[config.mk]
export PLATFORM = sky130hd
export DESIGN_NAME = pc_mem_unit_flat
export DESIGN_NICKNAME = d
export VERILOG_FILES = /design/src/rtl/pc_mem_unit_if.sv /design/src/rtl/pc_mem_unit.sv /design/src/flat_wrapper.sv
export SDC_FILE = /design/constraint.sdc
export NUM_CORES = 2
export LEC_CHECK = 0
export CORE_MARGIN = 2
export CORE_UTILIZATION = 34
export DETAILED_ROUTE_END_ITERATION = 10
export HOLD_SLACK_MARGIN = 0.05
export PLACE_DENSITY_LB_ADDON = 0.2
export SYNTH_ARGS = -nofsm -noshare
export SYNTH_HDL_FRONTEND = slang
export SYNTH_SLANG_ARGS = --single-unit
[constraint.sdc]
create_clock -name Clock -period 2.8 [get_ports Clock]
set_clock_uncertainty 0.1 [all_clocks]
set_input_delay 0.42 -clock Clock [delete_from_list [all_inputs] [get_ports Clock]]
set_output_delay 0.42 -clock Clock [all_outputs]
set_load 0.02 [all_outputs]
[src/rtl/pc_mem_unit_if.sv]
// Handshake/bus bundle between the control/next-PC logic and pc_mem_unit.
interface pc_mem_unit_if #(
    parameter int WIDTH = 32
);
    localparam int NB = WIDTH / 8;

    logic             Stall;
    logic             Branch;
    logic [WIDTH-1:0] Branch_PC;
    logic             Prog_we;
    logic [WIDTH-1:0] Prog_addr;
    logic [WIDTH-1:0] Prog_data;
    logic             S;
    logic             L;
    logic [NB-1:0]    Byte_en;
    logic [WIDTH-1:0] data_addr_in;
    logic [WIDTH-1:0] data_in;
    logic             Err_clr;
    logic [WIDTH-1:0] PC_out;
    logic [WIDTH-1:0] Iout;
    logic             I_valid;
    logic [WIDTH-1:0] Mout;
    logic             M_valid;
    logic             E;
    logic [1:0]       Err_code;

    modport master (
        output Stall, Branch, Branch_PC, Prog_we, Prog_addr, Prog_data,
        output S, L, Byte_en, data_addr_in, data_in, Err_clr,
        input  PC_out, Iout, I_valid, Mout, M_valid, E, Err_code
    );

    modport slave (
        input  Stall, Branch, Branch_PC, Prog_we, Prog_addr, Prog_data,
        input  S, L, Byte_en, data_addr_in, data_in, Err_clr,
        output PC_out, Iout, I_valid, Mout, M_valid, E, Err_code
    );
endinterface

[src/rtl/pc_mem_unit.sv]
// PC register with stall/branch, registered fetch from loadable IMEM,
// byte-enabled DMEM with registered loads and sticky access-error flag.
module pc_mem_unit #(
    parameter int               WIDTH      = 32,
    parameter int               IMEM_DEPTH = 64,
    parameter int               DMEM_DEPTH = 64,
    parameter logic [WIDTH-1:0] RESET_PC   = '0
) (
    input logic           Clock,
    input logic           Reset_n,
    pc_mem_unit_if.slave  bus
);
    localparam int NB  = WIDTH / 8;
    localparam int AW  = $clog2(NB);
    localparam int IAW = $clog2(IMEM_DEPTH);
    localparam int DAW = $clog2(DMEM_DEPTH);

    logic [WIDTH-1:0] imem_q [IMEM_DEPTH];
    logic [WIDTH-1:0] dmem_q [DMEM_DEPTH];

    logic [WIDTH-1:0] pc_q, pc_d;
    logic [WIDTH-1:0] iout_q, mout_q;
    logic             ivalid_q, mvalid_q;
    logic             e_q, e_d;
    logic [1:0]       code_q, code_d;

    logic [IAW-1:0] fidx, pidx;
    logic [DAW-1:0] didx;
    logic           misal, oor, acc_ok, err, ld_ok, st_ok, fetch_en;
    logic           unused_bits;

    assign fidx     = pc_q[AW +: IAW];
    assign pidx     = bus.Prog_addr[AW +: IAW];
    assign didx     = bus.data_addr_in[AW +: DAW];
    assign misal    = |bus.data_addr_in[AW-1:0];
    assign oor      = |bus.data_addr_in[WIDTH-1:AW+DAW];
    assign acc_ok   = !misal && !oor;
    assign err      = (bus.S || bus.L) && !acc_ok;
    assign ld_ok    = bus.L && acc_ok;
    assign st_ok    = bus.S && acc_ok;
    assign fetch_en = !bus.Stall || bus.Branch;

    assign unused_bits = ^{bus.Prog_addr[AW-1:0], bus.Prog_addr[WIDTH-1:AW+IAW],
                           pc_q[AW-1:0], pc_q[WIDTH-1:AW+IAW]};

    always_comb begin
        pc_d = pc_q + WIDTH'(NB);
        if (bus.Branch)
            pc_d = bus.Branch_PC;
        else if (bus.Stall)
            pc_d = pc_q;
    end

    // A clear coinciding with a new error lets the new error start a fresh record.
    always_comb begin
        e_d    = e_q;
        code_d = code_q;
        if (err) begin
            e_d = 1'b1;
            if (!e_q || bus.Err_clr)
                code_d = {oor, misal};
        end else if (bus.Err_clr) begin
            e_d    = 1'b0;
            code_d = 2'b00;
        end
    end

    always_ff @(posedge Clock or negedge Reset_n) begin
        if (!Reset_n) begin
            pc_q     <= RESET_PC;
            iout_q   <= '0;
            ivalid_q <= 1'b0;
            mout_q   <= '0;
            mvalid_q <= 1'b0;
            e_q      <= 1'b0;
            code_q   <= 2'b00;
        end else begin
            pc_q     <= pc_d;
            e_q      <= e_d;
            code_q   <= code_d;
            mvalid_q <= ld_ok;
            if (fetch_en) begin
                iout_q   <= imem_q[fidx];
                ivalid_q <= !bus.Branch;
            end
            if (ld_ok)
                mout_q <= dmem_q[didx];
        end
    end

    always_ff @(posedge Clock) begin
        if (bus.Prog_we)
            imem_q[pidx] <= bus.Prog_data;
    end

    always_ff @(posedge Clock) begin
        for (int b = 0; b < NB; b++) begin
            if (st_ok && bus.Byte_en[b])
                dmem_q[didx][8*b +: 8] <= bus.data_in[8*b +: 8];
        end
    end

    assign bus.PC_out   = pc_q;
    assign bus.Iout     = iout_q;
    assign bus.I_valid  = ivalid_q;
    assign bus.Mout     = mout_q;
    assign bus.M_valid  = mvalid_q;
    assign bus.E        = e_q;
    assign bus.Err_code = code_q;
endmodule
[src/flat_wrapper.sv]
// flat-port wrapper written by rule: the top's interface ports become plain ports
module pc_mem_unit_flat 
#(
    parameter int               WIDTH      = 32,
    parameter int               IMEM_DEPTH = 64,
    parameter int               DMEM_DEPTH = 64,
    parameter logic [WIDTH-1:0] RESET_PC   = '0
)
  (Clock, Reset_n, bus_Stall, bus_Branch, bus_Branch_PC, bus_Prog_we, bus_Prog_addr, bus_Prog_data, bus_S, bus_L, bus_Byte_en, bus_data_addr_in, bus_data_in, bus_Err_clr, bus_PC_out, bus_Iout, bus_I_valid, bus_Mout, bus_M_valid, bus_E, bus_Err_code);
  pc_mem_unit_if #(.WIDTH(WIDTH)) bus_i ();
  input logic Clock;
  input logic Reset_n;
  input wire logic [$bits(bus_i.Stall)-1:0] bus_Stall;
  input wire logic [$bits(bus_i.Branch)-1:0] bus_Branch;
  input wire logic [$bits(bus_i.Branch_PC)-1:0] bus_Branch_PC;
  input wire logic [$bits(bus_i.Prog_we)-1:0] bus_Prog_we;
  input wire logic [$bits(bus_i.Prog_addr)-1:0] bus_Prog_addr;
  input wire logic [$bits(bus_i.Prog_data)-1:0] bus_Prog_data;
  input wire logic [$bits(bus_i.S)-1:0] bus_S;
  input wire logic [$bits(bus_i.L)-1:0] bus_L;
  input wire logic [$bits(bus_i.Byte_en)-1:0] bus_Byte_en;
  input wire logic [$bits(bus_i.data_addr_in)-1:0] bus_data_addr_in;
  input wire logic [$bits(bus_i.data_in)-1:0] bus_data_in;
  input wire logic [$bits(bus_i.Err_clr)-1:0] bus_Err_clr;
  output wire logic [$bits(bus_i.PC_out)-1:0] bus_PC_out;
  output wire logic [$bits(bus_i.Iout)-1:0] bus_Iout;
  output wire logic [$bits(bus_i.I_valid)-1:0] bus_I_valid;
  output wire logic [$bits(bus_i.Mout)-1:0] bus_Mout;
  output wire logic [$bits(bus_i.M_valid)-1:0] bus_M_valid;
  output wire logic [$bits(bus_i.E)-1:0] bus_E;
  output wire logic [$bits(bus_i.Err_code)-1:0] bus_Err_code;
  assign bus_i.Stall = bus_Stall;
  assign bus_i.Branch = bus_Branch;
  assign bus_i.Branch_PC = bus_Branch_PC;
  assign bus_i.Prog_we = bus_Prog_we;
  assign bus_i.Prog_addr = bus_Prog_addr;
  assign bus_i.Prog_data = bus_Prog_data;
  assign bus_i.S = bus_S;
  assign bus_i.L = bus_L;
  assign bus_i.Byte_en = bus_Byte_en;
  assign bus_i.data_addr_in = bus_data_addr_in;
  assign bus_i.data_in = bus_data_in;
  assign bus_i.Err_clr = bus_Err_clr;
  assign bus_PC_out = bus_i.PC_out;
  assign bus_Iout = bus_i.Iout;
  assign bus_I_valid = bus_i.I_valid;
  assign bus_Mout = bus_i.Mout;
  assign bus_M_valid = bus_i.M_valid;
  assign bus_E = bus_i.E;
  assign bus_Err_code = bus_i.Err_code;
  pc_mem_unit #(.WIDTH(WIDTH), .IMEM_DEPTH(IMEM_DEPTH), .DMEM_DEPTH(DMEM_DEPTH), .RESET_PC(RESET_PC)) u_core (.Clock(Clock), .Reset_n(Reset_n), .bus(bus_i));
endmodule
==> impl_metrics.ini <==
[clocking]
cts_root_buffer = clkbuf_16
clk_latency_ns = 1.04
cts_made_buffers = 439
cts_tree = built
cts_max_level = 5
cts_sinks = 4197
path_clk_slew_ns = 0.06
cts_max_path_buffers = 4

[synth]
syn-cell-area_sq_um = 162200
synth_area_leader_cell = edfxtp_1
seq_area_frac_synth_pct = 77.37
yosysMostFrequentCell = edfxtp_1
synth-edff-count = 4096
synth-main-ff-cell = edfxtp_1
synth_cells = 8245
synth-xor-area-share_pct = 0.1566
synth_common_cells = edfxtp_1, mux4_2, nor2_1, mux2i_1, nand2_1
synthAdderAreaFrac_pct = 0.007712
synth_top_family_by_area = multiplexers
syn_area_per_cell_sq_um = 19.68
synth_compound_area_share_pct = 5.708
synth-seq-cells = 4197
yosys_warnings = 0
synth.area.mux_share_pct = 12.47
yosys.area_share.simple_pct = 2.589
synth_area_leaders = edfxtp_1, mux4_2, mux2i_1
yosys.area.top_type_share_pct = 75.82
syn-num-nets = 8418
synthArstFlopShare_pct = 2.406
ys_types = 78

[global_routing]
gr-usage-met2_pct = 36.83
grt_max_degree = 65
grt_pass1_wl_um = 773800
grt_usage_pct = 22.86
grt_pass1_vias = 92720
grt.overflow.total = 0
grtUsageMet1_pct = 30.40
antenna_found_initial = 52
busiest_layer = met2
grtUsageMet3_pct = 4.667

[place]
portBuffers = 246
placed_cell_area_sq_um = 185300
gp_congestion = 0.9658
dpl.hpwl_um = 375700
place_ws_ns = -0.6814

[routing]
wl_per_cell_um = 33.72
num_vias = 93560
drtIter0Drc = 11470
drt-vias-per-instance = 5.563
route.detailed.drc = 0
routed_wirelength_um = 567100
antenna_left = 0
drt_first_pass_iters = 9

[timing]
finalMaxSlewViolations = 0
fin_crit_ns = 2.899
hold_viol = 0
period_share_pct = 103.5
rsz0062_at_grt = yes
worst_slack_ns = -0.09938
fin_setup_tns_ns = -0.4560
fmax_mhz = 344.9
slew_headroom_pct = 18.60
worst_pin_slew_ns = 1.221
report.final.setup_viol = 14

[finish]
utilization_pct = 42.58
finish.instance_area_sq_um = 202300
nets = 10210
nFillCells = 41710
syn2layout_area_growth_pct = 24.71
drive_above_1_share_pct = 31.80

[pwr]
p_int_w = 0.1080
combPwrFrac_pct = 9.4
p_switching_w = 0.03307
swShare_pct = 23.44
pwr-share-seq_pct = 49.3
vdd_drop_max_uv = 561.4
p_clk_share_pct = 41.3
p_leak_nw = 66.35
p_per_area_nw_per_um2 = 697.3
power_w = 0.1411

[run_status]
status = complete, but fails checks
violations = setup timing

[worst_setup_path]
endpoint_kind = flip-flop
reg2reg_setup_slack_ns = -0.1
required_ns = 3.54
cp.arrival_ns = 3.64
path_class = flip-flop to flip-flop
startpoint_type = flip-flop
path_max_fanout = 7

[job]
maxCapViolations = 0

[die]
coreArea_sq_um = 475100
num_rows = 253
die_h_um = 694.8
io_pins = 273
start_util_pct = 34.14
dieArea_sq_um = 482700
die_width_um = 694.8

[min_path]
min_path_type = input pin to flip-flop
## cells in the final DEF (no fill, tap or decap), drive strengths merged, types with 30 or more instances in the layout
master / synthesis / final
a211oi: 31 / 31
a21oi: 202 / 202
a221o: 38 / 38
a221oi: 236 / 236
a22o: 52 / 52
a22oi: 244 / 244
a31oi: 62 / 62
buf: 332 / 1603
bufinv: 0 / 42
clkbuf: 200 / 528
clkdlybuf4s50: 0 / 158
clkinv: 2 / 213
dfrtp: 101 / 101
diode: 0 / 32
dlygate4sd3: 0 / 96
edfxtp: 4096 / 4096
inv: 13 / 30
mux2: 198 / 198
mux2i: 397 / 397
mux4: 623 / 623
nand2: 253 / 253
nor2: 493 / 494
nor3: 30 / 30
o2111ai: 34 / 34
o21ai: 164 / 164
o22ai: 100 / 100
## final timing paths
kind | start | end | depth (start not counted)
setup / recovery | u_core.bus.PC_out[2] | u_core.bus.Iout[29] | 8
hold / removal | bus_Prog_data[0] | u_core.imem_q[13][0] | 2
setup reg to reg | u_core.bus.PC_out[2] | u_core.bus.Iout[29] | 8
hold reg to reg | u_core.bus.PC_out[1] | u_core.bus.PC_out[1] | 1
max in group asynchronous | Reset_n | u_core.bus.Mout[3] | 4
min in group asynchronous | Reset_n | u_core.bus.Mout[11] | 4
## area by class of cell
cell class                 count  area, sq um  share of cell area, %
sequential                  4197       125500                  62.05
tap                         6375         7976                  3.942
multi-input combinational   3502        35270                  17.43
timing repair buffer        1881        19080                  9.430
antenna                       32        80.08                0.03958
inverter                      15        72.57                0.03587
clock buffer                 521        11420                  5.644
clock inverter               294         2878                  1.422
## power groups by stage
stage	clock (W)	combinational (W)	sequential, W
final	0.0582	0.0132	0.0696
after global routing	0.0615	0.0138	0.0696
after CTS	0.0592	0.0129	0.0696
after detailed placement	0	0.0124	0.0710
after global placement	0	0.0124	0.0710
after floorplan	0	0.00554	0.0710
## sequential cells by signal, indices dropped and copies added (netlist names)
register             count
u_core.bus.E             1
u_core.imem_q         2048
u_core.bus.Mout         32
u_core.bus.I_valid       1
u_core.bus.Iout         32
u_core.bus.Err_code      2
u_core.bus.PC_out       32
u_core.bus.M_valid       1
u_core.dmem_q         2048
## worst max-delay path: stages (launching register included)
cell and delay [ns]:
dfrtp_4 0.52, buf_16 0.18, buf_16 0.17, buf_12 0.13
buf_16 0.13, mux4_2 0.50, mux4_2 0.55, a22oi_2 0.28
a21oi_2 0.09
## per-layer routing
layer | share of wire, % | wire length, um
met1 | 40 | 226700
met2 | 47 | 267100
met3 | 8.3 | 47040
met4 | 4.6 | 26140
met5 | 0.023 | 128
## stage by stage
stage	hold WS (ns)	cells
global route	0.08162	16790
CTS	0.05945	16750
global placement	0.3757	15820
detailed placement	0.3589	15820
finish	0.06883	16820
floorplan	0.02441	8245
## logic make-up (layout without fill, tap and decap cells)
| logic type | after synthesis | after routing |
|---|---|---|
| adder cells (fa/ha/maj) | 1 | 1 |
| XOR/XNOR | 29 | 29 |
| flip-flops | 4197 | 4197 |
| other | 0 | 32 |
| buffers and inverters | 547 | 2711 |
| multiplexers | 1218 | 1218 |
| AND/OR/NAND/NOR | 960 | 961 |
| AO/OA/AOI/OAI | 1293 | 1293 |
## what timing repair did
item                        CTS  global route
gates cloned                  6             7
resized for setup            97           106
hold endpoints to repair   3444             0
hold buffers                 97             0
buffers inserted             11            33
pin swaps                     8            26
setup endpoints to repair    53            35
Note: power is estimated with default switching activity, not from simulation.
